[config.mk]
export PLATFORM = sky130hd
export DESIGN_NAME = parity_serial_tx
export DESIGN_NICKNAME = d
export VERILOG_FILES = /design/src/rtl/parity_serial_tx.sv
export SDC_FILE = /design/constraint.sdc
export NUM_CORES = 1
export LEC_CHECK = 0
export ABC_AREA = 0
export BUFFER_PORTS_ARGS = -buffer_cell sky130_fd_sc_hd__buf_2
export CORE_ASPECT_RATIO = 1.1
export CORE_MARGIN = 10
export CORE_UTILIZATION = 49
export DETAILED_ROUTE_END_ITERATION = 16
export GPL_TIMING_DRIVEN = 0
export PLACE_DENSITY_LB_ADDON = 0.05
export SETUP_SLACK_MARGIN = 0.4
export SLEW_MARGIN = 10
export SYNTH_ARGS = -nofsm -noshare
export SYNTH_HDL_FRONTEND = slang
export SYNTH_SLANG_ARGS = --single-unit
[constraint.sdc]
create_clock -name clk -period 1.6 [get_ports clk]
set_input_delay 0.24 -clock clk [delete_from_list [all_inputs] [get_ports clk]]
set_output_delay 0.24 -clock clk [all_outputs]
set_load 0.01 [all_outputs]
[src/rtl/parity_serial_tx.sv]
// Serial frame transmitter: start bit, WIDTH data bits LSB-first, parity bit, stop bit.
// The latched word's parity is held on par until the next accepted load.
module parity_serial_tx #(
    parameter int WIDTH        = 4,
    parameter int ODD          = 0,
    parameter int CLKS_PER_BIT = 4
) (
    input  logic             clk,
    input  logic             rst,
    input  logic [WIDTH-1:0] s,
    input  logic             load,
    output logic             ready,
    output logic             tx,
    output logic             busy,
    output logic             par,
    output logic             done
);

    localparam int CW = (CLKS_PER_BIT > 1) ? $clog2(CLKS_PER_BIT) : 1;
    localparam int BW = $clog2(WIDTH + 1);
    localparam logic [CW-1:0] CYC_LAST = CW'(CLKS_PER_BIT - 1);
    localparam logic [BW-1:0] BIT_LAST = BW'(WIDTH - 1);
    localparam logic          ODD_BIT  = (ODD != 0) ? 1'b1 : 1'b0;

    typedef enum logic [2:0] {
        IDLE   = 3'd0,
        START  = 3'd1,
        DATA   = 3'd2,
        PARITY = 3'd3,
        STOP   = 3'd4
    } state_t;

    state_t           state_q, state_d;
    logic [CW-1:0]    cyc_q, cyc_d;
    logic [BW-1:0]    bit_q, bit_d;
    logic [WIDTH-1:0] shreg_q, shreg_d;
    logic             par_q, par_d;
    logic             tx_q, tx_d;
    logic             ready_q, ready_d;
    logic             busy_q, busy_d;
    logic             done_q, done_d;
    logic             cyc_last_s;

    function automatic logic parity_of(input logic [WIDTH-1:0] word, input logic odd);
        return (^word) ^ odd;
    endfunction

    // Line level for a given state; outputs are registered from the next state,
    // so they change on the same edge that changes the state.
    function automatic logic line_level(input state_t st, input logic lsb, input logic p);
        logic lvl;
        case (st)
            IDLE:    lvl = 1'b1;
            START:   lvl = 1'b0;
            DATA:    lvl = lsb;
            PARITY:  lvl = p;
            STOP:    lvl = 1'b1;
            default: lvl = 1'b1;
        endcase
        return lvl;
    endfunction

    // Next-state, counter, shift register and output computation.
    always_comb begin
        state_d    = state_q;
        cyc_d      = cyc_q;
        bit_d      = bit_q;
        shreg_d    = shreg_q;
        par_d      = par_q;
        cyc_last_s = (cyc_q == CYC_LAST);

        case (state_q)
            IDLE: begin
                if (load) begin
                    state_d = START;
                    cyc_d   = '0;
                    bit_d   = '0;
                    shreg_d = s;
                    par_d   = parity_of(s, ODD_BIT);
                end else begin
                    state_d = IDLE;
                end
            end
            START: begin
                if (cyc_last_s) begin
                    state_d = DATA;
                    cyc_d   = '0;
                end else begin
                    cyc_d = cyc_q + CW'(1);
                end
            end
            DATA: begin
                if (cyc_last_s) begin
                    cyc_d   = '0;
                    shreg_d = shreg_q >> 1'b1;
                    if (bit_q == BIT_LAST) begin
                        state_d = PARITY;
                        bit_d   = '0;
                    end else begin
                        bit_d = bit_q + BW'(1);
                    end
                end else begin
                    cyc_d = cyc_q + CW'(1);
                end
            end
            PARITY: begin
                if (cyc_last_s) begin
                    state_d = STOP;
                    cyc_d   = '0;
                end else begin
                    cyc_d = cyc_q + CW'(1);
                end
            end
            STOP: begin
                if (cyc_last_s) begin
                    state_d = IDLE;
                    cyc_d   = '0;
                end else begin
                    cyc_d = cyc_q + CW'(1);
                end
            end
            default: begin
                state_d = IDLE;
                cyc_d   = '0;
                bit_d   = '0;
                shreg_d = '0;
            end
        endcase

        tx_d    = line_level(state_d, shreg_d[0], par_d);
        ready_d = (state_d == IDLE);
        busy_d  = (state_d != IDLE);
        done_d  = (state_q == STOP) && (state_d == IDLE);
    end

    // State and output registers; reset abandons any frame in progress.
    always_ff @(posedge clk or posedge rst) begin
        if (rst) begin
            state_q <= IDLE;
            cyc_q   <= '0;
            bit_q   <= '0;
            shreg_q <= '0;
            par_q   <= 1'b0;
            tx_q    <= 1'b1;
            ready_q <= 1'b1;
            busy_q  <= 1'b0;
            done_q  <= 1'b0;
        end else begin
            state_q <= state_d;
            cyc_q   <= cyc_d;
            bit_q   <= bit_d;
            shreg_q <= shreg_d;
            par_q   <= par_d;
            tx_q    <= tx_d;
            ready_q <= ready_d;
            busy_q  <= busy_d;
            done_q  <= done_d;
        end
    end

    assign tx    = tx_q;
    assign ready = ready_q;
    assign busy  = busy_q;
    assign par   = par_q;
    assign done  = done_q;

endmodule

==> results of run 1 <==
## registers in the layout, indices dropped and copies added, names as in the netlist
| register | cells |
|---|---|
| par | 1 |
| cyc_q | 2 |
| bit_q | 3 |
| tx | 1 |
| state_q | 3 |
| shreg_q | 4 |
| busy | 1 |
| done | 1 |
| ready | 1 |
## power breakdown
group / switching, mW / total, mW / internal (mW)
clock network: 0.139 / 0.232 / 0.0931
registers: 0.130 / 0.738 / 0.608
logic: 0.677 / 1.40 / 0.718
total: 0.946 / 2.37 / 1.42
## worst max-delay path by stage
stage	from	to	slack, ps	cells after the start
2_1_floorplan	cyc_q[0]$_DFFE_PP0P_	busy$_DFF_PP0_	-30	6
3_3_place_gp	cyc_q[1]$_DFFE_PP0P_	busy$_DFF_PP0_	-90	6
3_5_place_dp	state_q[1]$_DFF_PP0_	shreg_q[1]$_DFFE_PP0P_	-120	4
4_1_cts	cyc_q[1]$_DFFE_PP0P_	busy$_DFF_PP0_	-50	6
5_1_grt	cyc_q[1]$_DFFE_PP0P_	tx$_DFF_PP1_	-130	7
6_report	cyc_q[0]$_DFFE_PP0P_	tx$_DFF_PP1_	-110	7
## cell families (layout without fill, tap and decap cells)
| group | Yosys count | in the layout |
|---|---|---|
| and+or+nand+nor | 22 | 22 |
| AOI/OAI and AO/OA | 19 | 19 |
| DFF | 17 | 17 |
| buffers and inverters | 11 | 41 |
| xor gates and xnor gates | 4 | 4 |
| adders and majority gates | 2 | 2 |
## cell type report
class / count / area, µm²
Clock inverter: 1 / 5.00
Timing Repair Buffer: 26 / 195
Multi-Input combinational cell: 47 / 477
Clock buffer: 3 / 22.5
Fill cell: 98 / 400
Sequential cell: 17 / 429
Inverter: 8 / 30.0
Tap cell: 17 / 21.3
Buffer: 3 / 33.8
## cell usage in the layout (no fill, tap or decap), types with 2 or more instances in the layout
master / n
o21ai_1: 2
nor2_1: 2
a22o_1: 3
nand2_2: 2
buf_4: 11
nor2_4: 2
nand2_1: 4
clkbuf_4: 3
dfstp_2: 2
buf_6: 9
dfrtp_1: 14
inv_2: 2
buf_2: 9
a21oi_2: 2
a222oi_1: 2
xnor2_1: 4
inv_1: 6
## critical path, delay by kind of cell (launching register included)
family          cells  cell delay, ps
compound gates      3             530
flops               1             400
buf+inv             2             300
fa+ha+maj           1             190
simple gates        1             190
## cells in the mapped netlist (2+ instances only)
library cell  instances
nand2_1               5
a222oi_1              2
xnor2_1               4
dfrtp_1              15
a22o_1                3
nor3_1                2
nor2_1                4
dfstp_2               2
ha_1                  2
o21ai_0               2
buf_4                 2
inv_1                 6
a21oi_1               3
inv_2                 2
## timing repair
item / CTS / global route
pin swaps: 8 / 6
buffers inserted: 10 / 5
gates resized for setup: 6 / 22
endpoints found under the setup margin: 15 / 18
## per-layer routing
metal / global-route usage (%) / wire [µm] / vias up / share of wire [%]
met3: 2.96 / 161 / 6 / 7.3
met2: 16.2 / 1090 / 35 / 50
met4: 5.34 / 45 / 0 / 2.0
met5: 0 / 0 / - / 0
li1: - / - / 326 / -
met1: 12.9 / 898 / 347 / 41
==> run_results.csv, run 1 <==
group,metric,value,unit
outcome,status,"finished with violations",
outcome,violations,"setup timing",
timing,post-route-period-util,107,%
final_layout,fin_nets,115,
placed_design,dp_hpwl,1190,µm
setup_path,timing.rr.end,"tx$_DFF_PP1_",
synth,muxShareOfSynthArea,0,%
grt,grt_pass1_vias,687,
clock_tree,h-tree-depth,1,
clock_tree,hold_buffers,0,
synth,synth_seq_cells,17,
setup_path,cp_max_fo,6,
timing,timing.final.hold_violations,0,
final_layout,n_antenna_cell,0,
placed_design,placed_area,946,µm²
timing,whs,10.3,ps
drt,detail-route-antenna-nets,0,
setup_path,crit_path_end_kind,"register",
synth,synth_compound_area_share,19.4,%
synth,synth_top_family_by_area,"compound AO/OA/AOI/OAI gates",
drt,vias,714,
timing,setup_violations,3,
drt,firstDrtPassIters,4,
synth,yosys.area_share.adder,2.92,%
final_layout,area_growth,41.4,%
clock_tree,cts.path.max_buffers,2,
timing,timing.slew.headroom,57.5,%
power,powerDensity,1950,mW/mm²
setup_path,r2r_start,"cyc_q[0]$_DFFE_PP0P_",
setup_path,cp.arrival,1910,ps
timing,timing.fmax,586,MHz
placed_design,preCtsSetupSlack,-124,ps
synth,synth.avg_cell_area,11.4,µm²
synth,ys_async_sr_fraction,100,%
synth,ys_seq_area_share,49.9,%
setup_path,path_cells,"ha_2 -> buf_6 -> and4b_4 -> o31ai_4 -> buf_4 -> a31oi_2 -> a41oi_2",
setup_path,worst_r2r_path_depth,7,
timing,post-route-min-period,1710,ps
drt,via_per_inst,5.85,
floorplanning,initial_core_util,53.2,%
synth,synth.cell_area,858,µm²
grt,grt_pass1_wl,3240,µm
floorplanning,io_pins,12,
clock_tree,cts_root_buf,"clkbuf_4",
timing,layout_setup_ws,-106,ps
run,maxCapViolCount,0,
floorplanning,die_y,63.9,µm
synth,synthFlopType,"dfrtp_1",
timing,clock_skew,3.50,ps
setup_path,crit_type,"register to register",
drt,drtIter0Drc,27,
drt,drc,0,
final_layout,fin_util,75.2,%
clock_tree,insertion_delay,290,ps
placed_design,gp_congestion,0.706,
power,total_power,2.37,mW
synth,synth_cell_types,35,
floorplanning,die_width,59.9,µm
timing,fin_tns_setup,-246,ps
synth,netlist.area_leader.share,43.7,%
drt,wl_per_cell,18.0,µm
floorplanning,rows,15,
synth,synth_xor_xnor_area_share,4.08,%
worst_hold_path,hp-class,"input port to asynchronous set/reset pin",
grt,grt_max_degree,18,
floorplanning,dieArea,0.00383,mm²
timing,slew_violations,0,
placed_design,portBuffers,11,
clock_tree,cts_buffers,3,
timing,worst_pin_slew,637,ps
placed_design,place_inst,103,
grt,grt_antenna_before_repair,0,
synth,synthSimpleGateAreaFrac,17.2,%
setup_path,required,1810,ps
final_layout,drive_above_1_share,57.1,%
setup_path,cp_slowest_cell,"dfrtp_1",
clock_tree,path_clk_slew,100,ps
power,leakage,0.547,nW
timing,grt_setup_unrepaired,"yes",
synth,synth_nets,84,
synth,synth_top_cell_by_area,"dfrtp_1",
synth,yosys_warnings,0,
power,ir_drop,0.000964,V
synth,netlist_top_cells_area,"dfrtp_1 (44%), dfstp_2 (6.1%), xnor2_1 (4.1%), a22o_1 (3.1%), ha_1 (2.9%)",
setup_path,reg2reg_slack,-110,ps
setup_path,critPathMaxStageDelay,400,ps
grt,gr-total-overflow,0,
clock_tree,cts_tree,"built",
grt,grt_usage,10.5,%
synth,synth_edf_count,0,
clock_tree,cts.sinks,17,
floorplanning,coreArea,0.00161,mm²
synth,synth_cells,75,
setup_path,critPathLaunchType,"register",
final_layout,final_cells,122,
drt,wl,2200,µm
final_layout,post-route-cell-area,0.00121,mm²
Note: power is estimated with default switching activity, not from simulation.
==> run 2, diff against run 1 <==
ABC_AREA = 1   (was 0)
==> run_results.csv, run 2 <==
group,metric,value,unit
outcome,status,"finished, final reports clean",
floorplanning,dieArea,0.00403,mm²
clock_tree,cts.path.max_buffers,2,
timing,post-route-min-period,1290,ps
timing,setup_violations,0,
clock_tree,insertion_delay,290,ps
timing,timing.fmax,774,MHz
setup_path,cp_max_fo,5,
power,p_clk_share,10.2,%
floorplanning,initial_core_util,52.0,%
final_layout,fin_nets,147,
placed_design,portBuffers,11,
setup_path,crit_path_end_kind,"register",
grt,grt_pass1_wl,3550,µm
setup_path,crit_type,"register to register",
grt,grt_antenna_before_repair,0,
timing,post-route-period-util,80.7,%
drt,detail-route-antenna-nets,0,
clock_tree,hold_buffers,0,
drt,wl,2020,µm
power,seq_power_share,32.6,%
setup_path,cp.arrival,1530,ps
drt,drc,0,
timing,grt_setup_unrepaired,"yes",
final_layout,n_antenna_cell,0,
synth,synth_commonest_cells,"nand2_1 (30), dfrtp_1 (15), inv_1 (15)",
final_layout,reg_top3,"shreg_q: 4 flops, bit_q: 3 flops, state_q: 3 flops",
synth,netlist_top_cells_area,"dfrtp_1 (40%), nand2_1 (12%), inv_1 (6.1%), nand3_1 (5.9%), dfstp_2 (5.7%)",
floorplanning,die_width,61.5,µm
power,ir_drop,0.000982,V
synth,synth_most_common_cell,"nand2_1",
drt,via_per_inst,4.99,
clock_tree,cts_buffers,3,
synth,yosys_warnings,0,
synth,synthFlopType,"dfrtp_1",
clock_tree,cts.sinks,17,
synth,synth.cell_area,927,µm²
clock_tree,cts_root_buf,"clkbuf_4",
placed_design,gp_congestion,0.845,
clock_tree,path_clk_slew,100,ps
floorplanning,rows,16,
grt,gr-total-overflow,0,
synth,ys_seq_area_share,46.2,%
power,powerDensity,1870,mW/mm²
drt,wl_per_cell,13.0,µm
setup_path,r2r_start,"cyc_q[0]$_DFFE_PP0P_",
clock_tree,h-tree-depth,1,
drt,vias,774,
power,leakage,0.596,nW
timing,timing.slew.headroom,55.3,%
drt,firstDrtPassIters,4,
synth,synth_nets,120,
timing,timing.final.hold_violations,0,
grt,grt_pass1_vias,833,
floorplanning,io_pins,12,
placed_design,dp_hpwl,1380,µm
final_layout,drive_above_1_share,45.3,%
setup_path,reg2reg_slack,310,ps
setup_path,critPathLaunchType,"register",
final_layout,layout_commonest_cell,"nand2_1",
power,intPower,1.28,mW
timing,fin_tns_setup,0,ps
grt,grt_max_degree,18,
worst_hold_path,hp-class,"input port to asynchronous set/reset pin",
setup_path,required,1840,ps
synth,synth.avg_cell_area,8.35,µm²
run,maxCapViolCount,0,
timing,slew_violations,0,
timing,worst_pin_slew,670,ps
synth,synth_cells,111,
final_layout,largest_reg_flops,4,
setup_path,timing.rr.end,"tx$_DFF_PP1_",
synth,netlist.area_leader.share,40.5,%
floorplanning,die_y,65.6,µm
drt,drtIter0Drc,4,
synth,synth_seq_cells,17,
synth,synth_cell_types,23,
synth,synth_edf_count,0,
timing,clock_skew,3.88,ps
final_layout,post-route-cell-area,0.00121,mm²
floorplanning,coreArea,0.00178,mm²
power,p_sw,989,µW
final_layout,regMostFlops,"shreg_q",
placed_design,placed_area,0.00102,mm²
setup_path,worst_r2r_path_depth,9,
synth,ys_async_sr_fraction,100,%
final_layout,area_growth,30.8,%
clock_tree,cts_tree,"built",
synth,synth_top_cell_by_area,"dfrtp_1",
power,p_comb_share,57.2,%
power,p_sw_share,43.6,%
final_layout,most-common-layout-cells,"nand2_1 (26), dfrtp_1 (13), inv_1 (10), buf_2 (10), buf_4 (10)",
grt,grt_usage,11.3,%
==> run 2: changes by cell type in the layout (fill, tap and decap cells not counted), sizes merged, moves of 3 or more <==
cell,before,now
nand2,6,33
a22o,3,0
o21ai,3,7
inv,8,18
nor2,4,8
buf,29,23
nand3,0,14
==> run 2: cell families after synthesis <==
kind of cell	after synthesis	share of synthesized area, %
fa+ha+maj	2	2.70
buf+inv	19	8.10
simple gates	57	30.6
flops	17	46.2
xor+xnor	4	3.78
compound gates	12	8.64
==> run 2: metal layers <==
metal  global-route usage (%)  part of all wire (%)  vias to the layer above
met1                     13.4                    45                      359
met3                     2.69                   3.1                        2
met4                     5.03                  0.50                        0
met5                        0                     0                        -
li1                         -                     -                      403
met2                     18.5                    51                       10
==> run 2: metrics by stage <==
| step | instances | hold WS (ps) | power (mW) | util [%] | setup slack [ps] |
|---|---|---|---|---|---|
| floorplan | 111 | 165 | 1.43 | - | 389 |
| global placement | 140 | 353 | 1.62 | 57.4 | 295 |
| detailed placement | 140 | 371 | 1.64 | 57.4 | 272 |
| CTS | 152 | 50.5 | 2.03 | 63.5 | 301 |
| global route | 155 | 55.1 | 2.45 | 68.0 | 206 |
| finish | 155 | 29.6 | 2.27 | 68.0 | 309 |
==> run 2: critical path, cell delays in order (launching register included) <==
cell	delay, ps
dfrtp_1	390
ha_2	200
buf_6	140
nand3_2	60
nand2_2	70
nor2_4	120
inv_2	50
nor2_1	90
nand3_1	70
nand2_1	60
==> run 2: worst max-delay path by stage <==
stage / startpoint / to / cells past startpoint
final: cyc_q[0]$_DFFE_PP0P_ / tx$_DFF_PP1_ / 9
after global routing: cyc_q[0]$_DFFE_PP0P_ / tx$_DFF_PP1_ / 9
after global placement: cyc_q[1]$_DFFE_PP0P_ / tx$_DFF_PP1_ / 9
after CTS: cyc_q[0]$_DFFE_PP0P_ / tx$_DFF_PP1_ / 9
after floorplan: cyc_q[1]$_DFFE_PP0P_ / tx$_DFF_PP1_ / 9
after detailed placement: cyc_q[1]$_DFFE_PP0P_ / tx$_DFF_PP1_ / 9
==> run 2: area by class of cell <==
cell class / count / area [µm²]
inverters: 18 / 72.6
flip-flops and latches: 17 / 430
plain buffers: 1 / 11.3
fillers: 152 / 569
multi-input cells: 75 / 502
well taps: 18 / 22.5
clock buffers: 4 / 26.3
repair buffers: 22 / 148
==> run 2: timing repair <==
action | CTS | global route
buffers inserted | 7 | 3
gates cloned | 1 | 0
setup endpoints to repair | 11 | 16
pin swaps | 8 | 7
resized for setup | 8 | 17
==> run 2: power groups by stage <==
stage               registers (mW)  logic [mW]  clock network, mW
floorplan                    0.745       0.686                  0
global placement             0.728       0.887                  0
detailed placement           0.733       0.910                  0
CTS                          0.711        1.08              0.237
global route                 0.763        1.43              0.256
finish                       0.739        1.30              0.232
